**src/rtl/watch_ctrl_ma.sv**
```systemverilog
// Digital watch controller: BCD time of day, NUM_ALARMS alarms with ring
// timeout, stopwatch with split, and a mode/set/clear button interface.
module watch_ctrl_ma #(
  parameter int NUM_ALARMS = 2,
  parameter int TIMEOUT_S  = 15,
  parameter int RING_S     = 30
) (
  input  logic                  clk,
  input  logic                  rst,
  input  logic                  sec_tick,
  input  logic                  mode_btn,
  input  logic                  set_btn,
  input  logic                  clr_btn,
  output logic [3:0]            hh_t,
  output logic [3:0]            hh_u,
  output logic [3:0]            mm_t,
  output logic [3:0]            mm_u,
  output logic [3:0]            ss_t,
  output logic [3:0]            ss_u,
  output logic [3:0]            ah_t,
  output logic [3:0]            ah_u,
  output logic [3:0]            am_t,
  output logic [3:0]            am_u,
  output logic [NUM_ALARMS-1:0] alarm_en,
  output logic                  ring,
  output logic [1:0]            ring_idx,
  output logic [6:0]            sw_mm,
  output logic [5:0]            sw_ss,
  output logic [1:0]            state_out,
  output logic [2:0]            edit_sel,
  output logic [1:0]            alarm_idx,
  output logic [1:0]            sw_state_out
);

  typedef enum logic [1:0] {
    ST_NORMAL    = 2'd0,
    ST_SET_TIME  = 2'd1,
    ST_SET_ALARM = 2'd2,
    ST_STOPWATCH = 2'd3
  } state_t;

  typedef enum logic [1:0] {
    SW_IDLE  = 2'd0,
    SW_RUN   = 2'd1,
    SW_SPLIT = 2'd2,
    SW_STOP  = 2'd3
  } sw_state_t;

  localparam int TO_W   = $clog2(TIMEOUT_S + 1);
  localparam int RING_W = $clog2(RING_S + 1);
  localparam logic [1:0]        LAST_ALARM = 2'(NUM_ALARMS - 1);
  localparam logic [TO_W-1:0]   TO_LAST    = TO_W'(TIMEOUT_S - 1);
  localparam logic [RING_W-1:0] RING_LAST  = RING_W'(RING_S - 1);

  // Increment one field of a packed {hh_t,hh_u,mm_t,mm_u} value with the
  // per-digit wrap limits; hh_u is clamped when hh_t rolls into 2.
  function automatic logic [15:0] inc_field(input logic [2:0] sel, input logic [15:0] v);
    logic [3:0] ht, hu, mt, mu;
    {ht, hu, mt, mu} = v;
    case (sel)
      3'd0: begin
        ht = (ht >= 4'd2) ? 4'd0 : ht + 4'd1;
        if (ht == 4'd2 && hu > 4'd3) hu = 4'd3;
      end
      3'd1: begin
        if (hu >= ((ht == 4'd2) ? 4'd3 : 4'd9)) hu = 4'd0;
        else hu = hu + 4'd1;
      end
      3'd2: mt = (mt >= 4'd5) ? 4'd0 : mt + 4'd1;
      3'd3: mu = (mu >= 4'd9) ? 4'd0 : mu + 4'd1;
      default: ;
    endcase
    return {ht, hu, mt, mu};
  endfunction

  // One-second advance of a packed BCD hh:mm:ss value, 23:59:59 -> 00:00:00.
  function automatic logic [23:0] next_time(input logic [23:0] t);
    logic [3:0] ht, hu, mt, mu, st, su;
    logic c_m, c_h;
    {ht, hu, mt, mu, st, su} = t;
    c_m = 1'b0;
    c_h = 1'b0;
    if (su == 4'd9) begin
      su = 4'd0;
      if (st == 4'd5) begin
        st  = 4'd0;
        c_m = 1'b1;
      end else begin
        st = st + 4'd1;
      end
    end else begin
      su = su + 4'd1;
    end
    if (c_m) begin
      if (mu == 4'd9) begin
        mu = 4'd0;
        if (mt == 4'd5) begin
          mt  = 4'd0;
          c_h = 1'b1;
        end else begin
          mt = mt + 4'd1;
        end
      end else begin
        mu = mu + 4'd1;
      end
    end
    if (c_h) begin
      if (ht == 4'd2 && hu == 4'd3) begin
        ht = 4'd0;
        hu = 4'd0;
      end else if (hu == 4'd9) begin
        hu = 4'd0;
        ht = ht + 4'd1;
      end else begin
        hu = hu + 4'd1;
      end
    end
    return {ht, hu, mt, mu, st, su};
  endfunction

  // Registers
  logic                r_mode_q, r_set_q, r_clr_q;
  state_t              r_state;
  logic [2:0]          r_edit_sel;
  logic [1:0]          r_alarm_idx;
  logic [TO_W-1:0]     r_to_cnt;
  logic [23:0]         r_time;
  logic                r_ring;
  logic [1:0]          r_ring_idx;
  logic [RING_W-1:0]   r_ring_cnt;
  sw_state_t           r_sw_state;
  logic [6:0]          r_sw_mm, r_sw_disp_mm;
  logic [5:0]          r_sw_ss, r_sw_disp_ss;

  // Combinational
  logic                w_mode_p, w_set_p, w_clr_p, w_any_p;
  logic                w_act_mode, w_act_set, w_act_clr;
  logic                w_in_set, w_timeout, w_adv, w_leave_set_time;
  state_t              w_state_next;
  logic [2:0]          w_edit_sel_next;
  logic [1:0]          w_alarm_idx_next;
  logic [TO_W-1:0]     w_to_cnt_next;
  logic [23:0]         w_time_nx;
  logic [3:0][15:0]    w_alarm_pad;
  logic [3:0]          w_en_pad;
  logic [3:0]          w_match;
  logic                w_ring_start;
  logic [1:0]          w_ring_idx_new;
  logic [15:0]         w_disp_alarm;
  sw_state_t           w_sw_state_next;
  logic                w_sw_clear, w_sw_split_enter, w_sw_counting;

  // Edge detection: every action below happens on a rising edge only.
  // A press while ringing only silences the ring.
  assign w_mode_p   = mode_btn & ~r_mode_q;
  assign w_set_p    = set_btn & ~r_set_q;
  assign w_clr_p    = clr_btn & ~r_clr_q;
  assign w_any_p    = w_mode_p | w_set_p | w_clr_p;
  assign w_act_mode = w_mode_p & ~r_ring;
  assign w_act_set  = w_set_p & ~w_mode_p & ~r_ring;
  assign w_act_clr  = w_clr_p & ~r_ring;

  assign w_in_set         = (r_state == ST_SET_TIME) || (r_state == ST_SET_ALARM);
  assign w_adv            = sec_tick && (r_state != ST_SET_TIME);
  assign w_leave_set_time = (r_state == ST_SET_TIME) && (w_state_next != ST_SET_TIME);
  assign w_time_nx        = next_time(r_time);

  // Button history registers
  always_ff @(posedge clk) begin
    if (!rst) begin
      r_mode_q <= 1'b0;
      r_set_q  <= 1'b0;
      r_clr_q  <= 1'b0;
    end else begin
      r_mode_q <= mode_btn;
      r_set_q  <= set_btn;
      r_clr_q  <= clr_btn;
    end
  end

  // Main FSM: next state, edit cursor and inactivity timeout
  always_comb begin
    w_state_next     = r_state;
    w_edit_sel_next  = r_edit_sel;
    w_alarm_idx_next = r_alarm_idx;
    w_to_cnt_next    = r_to_cnt;
    w_timeout        = 1'b0;
    if (!w_in_set || w_any_p) begin
      w_to_cnt_next = '0;
    end else if (sec_tick) begin
      if (r_to_cnt == TO_LAST) begin
        w_timeout     = 1'b1;
        w_to_cnt_next = '0;
      end else begin
        w_to_cnt_next = r_to_cnt + TO_W'(1);
      end
    end
    if (w_timeout) begin
      w_state_next     = ST_NORMAL;
      w_edit_sel_next  = 3'd0;
      w_alarm_idx_next = 2'd0;
    end else if (w_act_mode) begin
      case (r_state)
        ST_NORMAL: begin
          w_state_next    = ST_SET_TIME;
          w_edit_sel_next = 3'd0;
        end
        ST_SET_TIME: begin
          if (r_edit_sel >= 3'd3) begin
            w_state_next     = ST_SET_ALARM;
            w_edit_sel_next  = 3'd0;
            w_alarm_idx_next = 2'd0;
          end else begin
            w_edit_sel_next = r_edit_sel + 3'd1;
          end
        end
        ST_SET_ALARM: begin
          if (r_edit_sel >= 3'd4) begin
            w_edit_sel_next = 3'd0;
            if (r_alarm_idx < LAST_ALARM) begin
              w_alarm_idx_next = r_alarm_idx + 2'd1;
            end else begin
              w_state_next     = ST_STOPWATCH;
              w_alarm_idx_next = 2'd0;
            end
          end else begin
            w_edit_sel_next = r_edit_sel + 3'd1;
          end
        end
        ST_STOPWATCH: begin
          w_state_next    = ST_NORMAL;
          w_edit_sel_next = 3'd0;
        end
        default: w_state_next = ST_NORMAL;
      endcase
    end
  end

  // Main FSM state register
  always_ff @(posedge clk) begin
    if (!rst) begin
      r_state     <= ST_NORMAL;
      r_edit_sel  <= 3'd0;
      r_alarm_idx <= 2'd0;
      r_to_cnt    <= '0;
    end else begin
      r_state     <= w_state_next;
      r_edit_sel  <= w_edit_sel_next;
      r_alarm_idx <= w_alarm_idx_next;
      r_to_cnt    <= w_to_cnt_next;
    end
  end

  // Time of day: frozen while being set, seconds zeroed on leaving set mode
  always_ff @(posedge clk) begin
    if (!rst) begin
      r_time <= 24'h000000;
    end else if (w_leave_set_time) begin
      r_time[7:0] <= 8'h00;
    end else if (w_adv) begin
      r_time <= w_time_nx;
    end else if (w_act_set && r_state == ST_SET_TIME) begin
      r_time[23:8] <= inc_field(r_edit_sel, r_time[23:8]);
    end
  end

  // Alarm storage, padded to four slots so selection never indexes out of range
  genvar gi;
  generate
    for (gi = 0; gi < 4; gi++) begin : g_alarm
      if (gi < NUM_ALARMS) begin : g_on
        logic [15:0] r_alarm;
        logic        r_en;
        // Edit this alarm's digits or toggle its enable
        always_ff @(posedge clk) begin
          if (!rst) begin
            r_alarm <= 16'h0000;
            r_en    <= 1'b0;
          end else if (w_act_set && r_state == ST_SET_ALARM && r_alarm_idx == 2'(gi)) begin
            if (r_edit_sel == 3'd4) r_en <= ~r_en;
            else                    r_alarm <= inc_field(r_edit_sel, r_alarm);
          end
        end
        assign w_alarm_pad[gi] = r_alarm;
        assign w_en_pad[gi]    = r_en;
      end else begin : g_off
        assign w_alarm_pad[gi] = 16'h0000;
        assign w_en_pad[gi]    = 1'b0;
      end
      assign w_match[gi] = w_en_pad[gi] && (w_alarm_pad[gi] == w_time_nx[23:8]);
    end
  endgenerate

  // Lowest-numbered matching alarm wins
  always_comb begin
    w_ring_idx_new = 2'd0;
    for (int i = 3; i >= 0; i--) begin
      if (w_match[i]) w_ring_idx_new = 2'(i);
    end
  end

  assign w_ring_start = w_adv && (w_time_nx[7:0] == 8'h00) && (|w_match);

  // Ring: starts on an alarm match, stops on any press or after RING_S ticks
  always_ff @(posedge clk) begin
    if (!rst) begin
      r_ring     <= 1'b0;
      r_ring_idx <= 2'd0;
      r_ring_cnt <= '0;
    end else if (r_ring) begin
      if (w_any_p) begin
        r_ring <= 1'b0;
      end else if (sec_tick) begin
        if (r_ring_cnt == RING_LAST) r_ring <= 1'b0;
        else                         r_ring_cnt <= r_ring_cnt + RING_W'(1);
      end
    end else if (w_ring_start) begin
      r_ring     <= 1'b1;
      r_ring_idx <= w_ring_idx_new;
      r_ring_cnt <= '0;
    end
  end

  // Stopwatch FSM: next state and clear request
  always_comb begin
    w_sw_state_next = r_sw_state;
    w_sw_clear      = 1'b0;
    if (r_state == ST_STOPWATCH) begin
      if (w_act_clr && (r_sw_state == SW_IDLE || r_sw_state == SW_STOP)) begin
        w_sw_clear      = 1'b1;
        w_sw_state_next = SW_IDLE;
      end else if (w_act_set) begin
        case (r_sw_state)
          SW_IDLE:  w_sw_state_next = SW_RUN;
          SW_RUN:   w_sw_state_next = SW_SPLIT;
          SW_SPLIT: w_sw_state_next = SW_STOP;
          SW_STOP:  w_sw_state_next = SW_RUN;
          default:  w_sw_state_next = SW_IDLE;
        endcase
      end
    end
  end

  assign w_sw_split_enter = (r_sw_state == SW_RUN) && (w_sw_state_next == SW_SPLIT);
  assign w_sw_counting    = (r_sw_state == SW_RUN) || (r_sw_state == SW_SPLIT);

  // Stopwatch state, live count and frozen split display
  always_ff @(posedge clk) begin
    if (!rst) begin
      r_sw_state   <= SW_IDLE;
      r_sw_mm      <= 7'd0;
      r_sw_ss      <= 6'd0;
      r_sw_disp_mm <= 7'd0;
      r_sw_disp_ss <= 6'd0;
    end else begin
      r_sw_state <= w_sw_state_next;
      if (w_sw_clear) begin
        r_sw_mm <= 7'd0;
        r_sw_ss <= 6'd0;
      end else if (sec_tick && w_sw_counting) begin
        if (r_sw_ss == 6'd59) begin
          r_sw_ss <= 6'd0;
          r_sw_mm <= (r_sw_mm == 7'd99) ? 7'd0 : r_sw_mm + 7'd1;
        end else begin
          r_sw_ss <= r_sw_ss + 6'd1;
        end
      end
      if (w_sw_split_enter) begin
        r_sw_disp_mm <= r_sw_mm;
        r_sw_disp_ss <= r_sw_ss;
      end
    end
  end

  assign w_disp_alarm = (r_state == ST_SET_ALARM) ? w_alarm_pad[r_alarm_idx] : w_alarm_pad[0];

  assign {hh_t, hh_u, mm_t, mm_u, ss_t, ss_u} = r_time;
  assign {ah_t, ah_u, am_t, am_u}             = w_disp_alarm;
  assign alarm_en     = w_en_pad[NUM_ALARMS-1:0];
  assign ring         = r_ring;
  assign ring_idx     = r_ring_idx;
  assign sw_mm        = (r_sw_state == SW_SPLIT) ? r_sw_disp_mm : r_sw_mm;
  assign sw_ss        = (r_sw_state == SW_SPLIT) ? r_sw_disp_ss : r_sw_ss;
  assign state_out    = r_state;
  assign edit_sel     = r_edit_sel;
  assign alarm_idx    = r_alarm_idx;
  assign sw_state_out = r_sw_state;

endmodule

```
**config.mk**
```make
export PLATFORM = sky130hd
export DESIGN_NAME = watch_ctrl_ma
export DESIGN_NICKNAME = d
export VERILOG_FILES = /design/src/rtl/watch_ctrl_ma.sv
export SDC_FILE = /design/constraint.sdc
export NUM_CORES = 1
export LEC_CHECK = 0
export CORE_UTILIZATION = 40
export DETAILED_ROUTE_END_ITERATION = 8
export SLEW_MARGIN = 20
export SYNTH_ARGS = -nofsm -noshare
export SYNTH_HDL_FRONTEND = slang
export SYNTH_SLANG_ARGS = --single-unit
```
**constraint.sdc**
```tcl
create_clock -name clk -period 4.1 [get_ports clk]
set_input_delay 0.41 -clock clk [delete_from_list [all_inputs] [get_ports clk]]
set_output_delay 0.41 -clock clk [all_outputs]
set_load 0.01 [all_outputs]
```
Word-level counts from Yosys, hierarchy flattened
Cells that the tools add are included.

$add $sub $neg: 20. Multipliers: 0. Divide/modulo/power cells: 0. $lt $le $gt $ge: 19. Equal/unequal tests: 40. Shifts and indexed selects: 0. Mux-type cells: 87. Bitwise operators: 19. Reduce and logical (&&, ||, !) cells: 60.

Operator list (count): $mux 4 (36); $mux 16 (4); $add 4x1->4 const B (15); $bmux 16 s2 (1); $eq 16x16->1 (2); $eq 4x2->1 const B (7); $reduce_and 3->1 (9); $mux 5 (5); $mux 2 (12); $pmux 4 s2 (3); $reduce_and 4->1 (5); $logic_and 1x1->1 (17); $eq 4x4->1 const B (4); $mux 1 (16); $mux 7 (2); $ne 2x2->1 const B (7); $reduce_bool 2->1 (7); $reduce_or 2->1 (7); $ge 4x2->1 const B (3); $ge 4x3->1 const B (3); $ge 4x4->1 (3); $ge 4x4->1 const B (3); $gt 4x2->1 const B (3); $mux 6 (2); 35 further kinds (69).

Register bits after elaboration: 108. Latch bits: 0. Memory bits (writable): 0. Memory bits (read-only): 0. Input port bits: 6. Output and inout bits: 67. Word-level logic and storage cells: 275. Memories kept: 0.

Depth between registers and ports, before layout
Depth in word-level cells: 11. Gate-level depth with buffers: 14. Gate-level depth less buffers: 12.

Least setup slack after synthesis
No wires, ideal clock.

Path kind: reg-to-reg. Start point: reg r_time[13]. End point: reg r_ring_cnt[2]. Library setup time: 0.116 ns. Arrival time: 3.040 ns. Data required time: 3.984 ns. Setup slack: 0.943 ns. Stages on the path, launching flop included: 12. Path buffers: 1. Clock period less this slack: 3.157 ns. Path through: dfxtp_1 > clkbuf_1 > inv_1 > ha_1 > and3b_1 > and4_4 > mux2i_4 > xnor2_1 > or4_1 > a2111o_1 > o41a_1 > a41o_1.

Cells in the longest elaborated chain, start to end: 11. Elaborated cells on any way between the ends: 18. Those cells by class: add/sub: 1; eq/ne: 3; mux: 8; reduce/logical: 6.

RTL lines: from (decl) (RTL line 127) `logic [23:0] r_time;`; from (signal assigned) (RTL line 261) `r_time <= w_time_nx;`; from (signal assigned) (RTL line 263) `r_time[23:8] <= inc_field(r_edit_sel, r_time[23:8]);`; branches (longest 7 deep; another with $add 4x1->4); $reduce_or 2->1 (*) (RTL line 302) `assign w_ring_start = w_adv && (w_time_nx[7:0] == 8'h00) && (|w_match);`; $logic_and 1x1->1 (*) (RTL line 302); $reduce_bool 2->1 (no line) (*); $reduce_and 4->1 (no line) (*); to (signal assigned) (RTL line 315) `else r_ring_cnt <= r_ring_cnt + RING_W'(1);`; to (decl) (RTL line 130) `logic [RING_W-1:0] r_ring_cnt;`.

Every way passes the cells marked *. A chain may end at the register's enable or synchronous reset.

Worst setup path after layout
Start point: reg r_time[12]. End point: reg r_ring_cnt[1].

Same word-level chain as after synthesis.

==> impl_metrics.py <==
metrics = {
    "outcome": {
        "outcome": "finished, violations left",
        "violations": "DRC",
    },
    "power_and_ir_drop": {
        "total_leakage_power_uw": 0.00322,
        "pwr_density_cell_nw_per_um2": 251,
        "max-vdd-ir-drop_uv": 206,
        "finalPower_uw": 2180,
    },
    "yosys": {
        "synth.avg_cell_area_sq_um": 7.66,
        "synthCells": 981,
        "ys_ff_latch": 107,
        "synth_edf_count": 0,
        "netlist.top_cell.by_area": "dfxtp_1",
        "ys_seq_area_share_pct": 28.5,
        "syn-num-nets": 1040,
        "synth_cell_type_count": 80,
        "syn_area_sq_um": 7520,
        "yosysWarningCount": 0,
        "synth_area_leaders": "dfxtp_1, ha_1, nor2_1",
        "yosysTopAreaCellShare_pct": 28.5,
        "synth_ff_type": "dfxtp_1",
        "async_flop_share_pct": 0,
    },
    "route": {
        "drc": 7,
        "vias": 6980,
        "first_pass_iters": 7,
        "ant_nets": 0,
        "drt_iter0_drc": 505,
        "vias_per_cell": 5.57,
        "avgRoutedWirePerCell_microns": 16.3,
        "wl_microns": 20400,
    },
    "global_routing": {
        "grt_max_degree": 37,
        "grt_pass1_vias": 6250,
        "grt-ovfl-total": 0,
        "grtUsageTotal_pct": 21.3,
        "grt_pass1_wl_microns": 32900,
        "antenna_found_initial": 0,
    },
    "clock_network": {
        "cts_sinks": 107,
        "htree_levels": 3,
        "clk_pin_slew_ns": 0.08,
        "clkLatencyLatePin_ns": 0.37,
        "post_cts_resized": 0,
        "cts_setup_buffers": 0,
        "cts_buffer_depth": 2,
        "cts_hold_buf": 0,
        "cts_tree": "built",
        "cts-root-buf": "clkbuf_16",
        "cts_buffers": 9,
    },
    "placement": {
        "portBuffers": 71,
        "dp_hpwl_microns": 15100,
        "dp_cells": 1238,
        "globalplace.congestion": 0.928,
    },
    "setup_path": {
        "reg2reg_slack_ns": 0.49,
        "critPathKind": "reg2reg",
        "rr_worst_depth": 10,
        "startpoint": "r_time[12]",
        "reg2reg_to": "r_ring_cnt[1]",
        "end_kind": "register",
        "start_kind": "register",
        "endpoint": "r_ring_cnt[1]",
        "path_max_fanout": 13,
        "critPathRequiredTime_ns": 4.39,
        "r2r_start": "r_time[12]",
        "worstPathArrival_ns": 3.91,
    },
    "die": {
        "rows": 49,
        "ios": 73,
        "chipHeight_microns": 139,
        "start_util_pct": 41.3,
        "core_area_sq_um": 18200,
        "die_w_microns": 139,
        "die_area_sq_um": 19300,
    },
    "worst_hold_path": {
        "hold_path.class": "reg2reg",
    },
    "cells_and_area": {
        "num-nets-final": 1079,
        "n_antenna_cell": 0,
        "seqCellArea_sq_um": 2140,
        "syn2layout_area_growth_pct": 15.6,
        "final_util_pct": 47.7,
        "fillers": 1850,
        "stdcell_count": 1254,
        "final_layout_size_suffix_gt1_share_pct": 5.27,
        "multi_input_area_sq_um": 4940,
    },
    "timing": {
        "rsz0062_at_grt": "no",
        "post-route-period-util_pct": 88.2,
        "fmax_mhz": 277,
        "setup_tns_ns": 0,
        "fin_skew_ns": 0.0100,
        "setup_viol_count_final": 0,
        "tightest_slew_ns": 0.744,
        "hold_viol": 0,
        "slew_headroom_pct": 50.3,
        "layout_min_cycle_time_ns": 3.61,
        "final_max_slew_viol_count": 0,
    },
    "job": {
        "cap_viol_max_count": 0,
    },
}
per-layer routing:
| layer | vias to the layer above | wire [microns] | track usage (%) |
|---|---|---|---|
| li1 | 3538 | - | - |
| met1 | 3213 | 9630 | 28.4 |
| met2 | 198 | 9430 | 34.9 |
| met3 | 31 | 934 | 3.11 |
| met4 | 0 | 446 | 7.25 |
| met5 | - | 0 | 0 |
worst min-delay path by stage:
stage	from	endpoint	depth (start not counted)
2_1_floorplan	r_ring_cnt[4]	r_ring_cnt[4]	2
3_3_place_gp	r_sw_disp_mm[4]	r_sw_disp_mm[4]	2
3_5_place_dp	r_ring_cnt[4]	r_ring_cnt[4]	2
4_1_cts	r_ring_cnt[4]	r_ring_cnt[4]	2
5_1_grt	r_sw_disp_mm[3]	r_sw_disp_mm[3]	2
6_report	ring_idx[0]	ring_idx[0]	2
stage by stage:
| stage | instance area (sq um) | hold WS [ns] | worst slack [ns] |
|---|---|---|---|
| final | 8690 | 0.492 | 0.485 |
| after global routing | 8690 | 0.525 | 0.292 |
| after CTS | 8690 | 0.488 | 0.499 |
| after detailed placement | 8380 | 0.478 | 0.514 |
| after global placement | 8380 | 0.468 | 0.614 |
| after floorplan | 7520 | 0.449 | 0.943 |
critical path: stages (launching register included):
cell and delay (ns):
dfxtp_1 0.59, ha_1 0.28, and3b_1 0.27, and4_4 0.37, mux2i_4 0.33, xnor2_1 0.09
or4_1 0.55, a2111o_1 0.32, o41a_1 0.42, nand2_1 0.14, mux2i_1 0.19
cell type report:
cell class,count,area share [%]
Tap cell,229,3.30
Inverter,51,2.20
Timing Repair Buffer,85,9.39
Sequential cell,107,24.7
Clock buffer,9,2.59
Multi-Input combinational cell,766,56.9
Clock inverter,7,0.951
sequential cells by signal, summed over array words and instances, names as in the netlist, 2 cells and up:
register              cells
g_alarm.g_on.r_alarm     32
r_time                   24
r_sw_disp_mm              7
r_sw_mm                   7
r_sw_disp_ss              6
r_sw_ss                   6
r_ring_cnt                5
r_to_cnt                  4
edit_sel                  3
alarm_idx                 2
g_alarm.g_on.r_en         2
state_out                 2
sw_state_out              2
synth_stat cells (all sizes together), types with 6 or more instances:
cell type and instances:
a21o 6, a21oi 88, a31oi 6, and2 8
and3 13, buf 14, clkbuf 43, dfxtp 107
ha 53, inv 51, mux2 14, mux2i 28
nand2 105, nand2b 14, nand3 31, nand3b 10
nand4 19, nand4b 9, nor2 130, nor2b 12
nor3 20, nor3b 7, nor4 8, o21ai 38
or4 6, xnor2 30, xor2 20
layout by cell type, fill, tap and decap left out, drive strengths merged, types with 6 or more instances in the layout:
master         Yosys  final
nor2             130    130
dfxtp            107    107
nand2            105    105
a21oi             88     88
clkdlybuf4s50      0     71
inv               51     55
ha                53     53
o21ai             38     38
nand3             31     31
xnor2             30     30
mux2i             28     28
xor2              20     20
nor3              20     20
nand4             19     19
nand2b            14     14
buf               14     14
mux2              14     14
and3              13     13
nor2b             12     12
nand3b            10     10
nand4b             9      9
clkbuf            43      9
and2               8      8
nor4               8      8
nor3b              7      7
a31oi              6      6
or4                6      6
a21o               6      6
cells by family after synthesis:
| group | share of synthesized area, % |
|---|---|
| buf+inv | 5.74 |
| other cells | 0.0499 |
| compound gates | 17.2 |
| flops | 28.5 |
| simple gates | 27.9 |
| mux | 5.99 |
| fa+ha+maj | 8.82 |
| xor+xnor | 5.83 |
report_power, final:
group | internal [uW] | total, uW | switching, uW
registers | 1050 | 1070 | 19.5
clock network | 439 | 910 | 471
logic | 77.6 | 202 | 124
(Power assumes the default switching activity.)
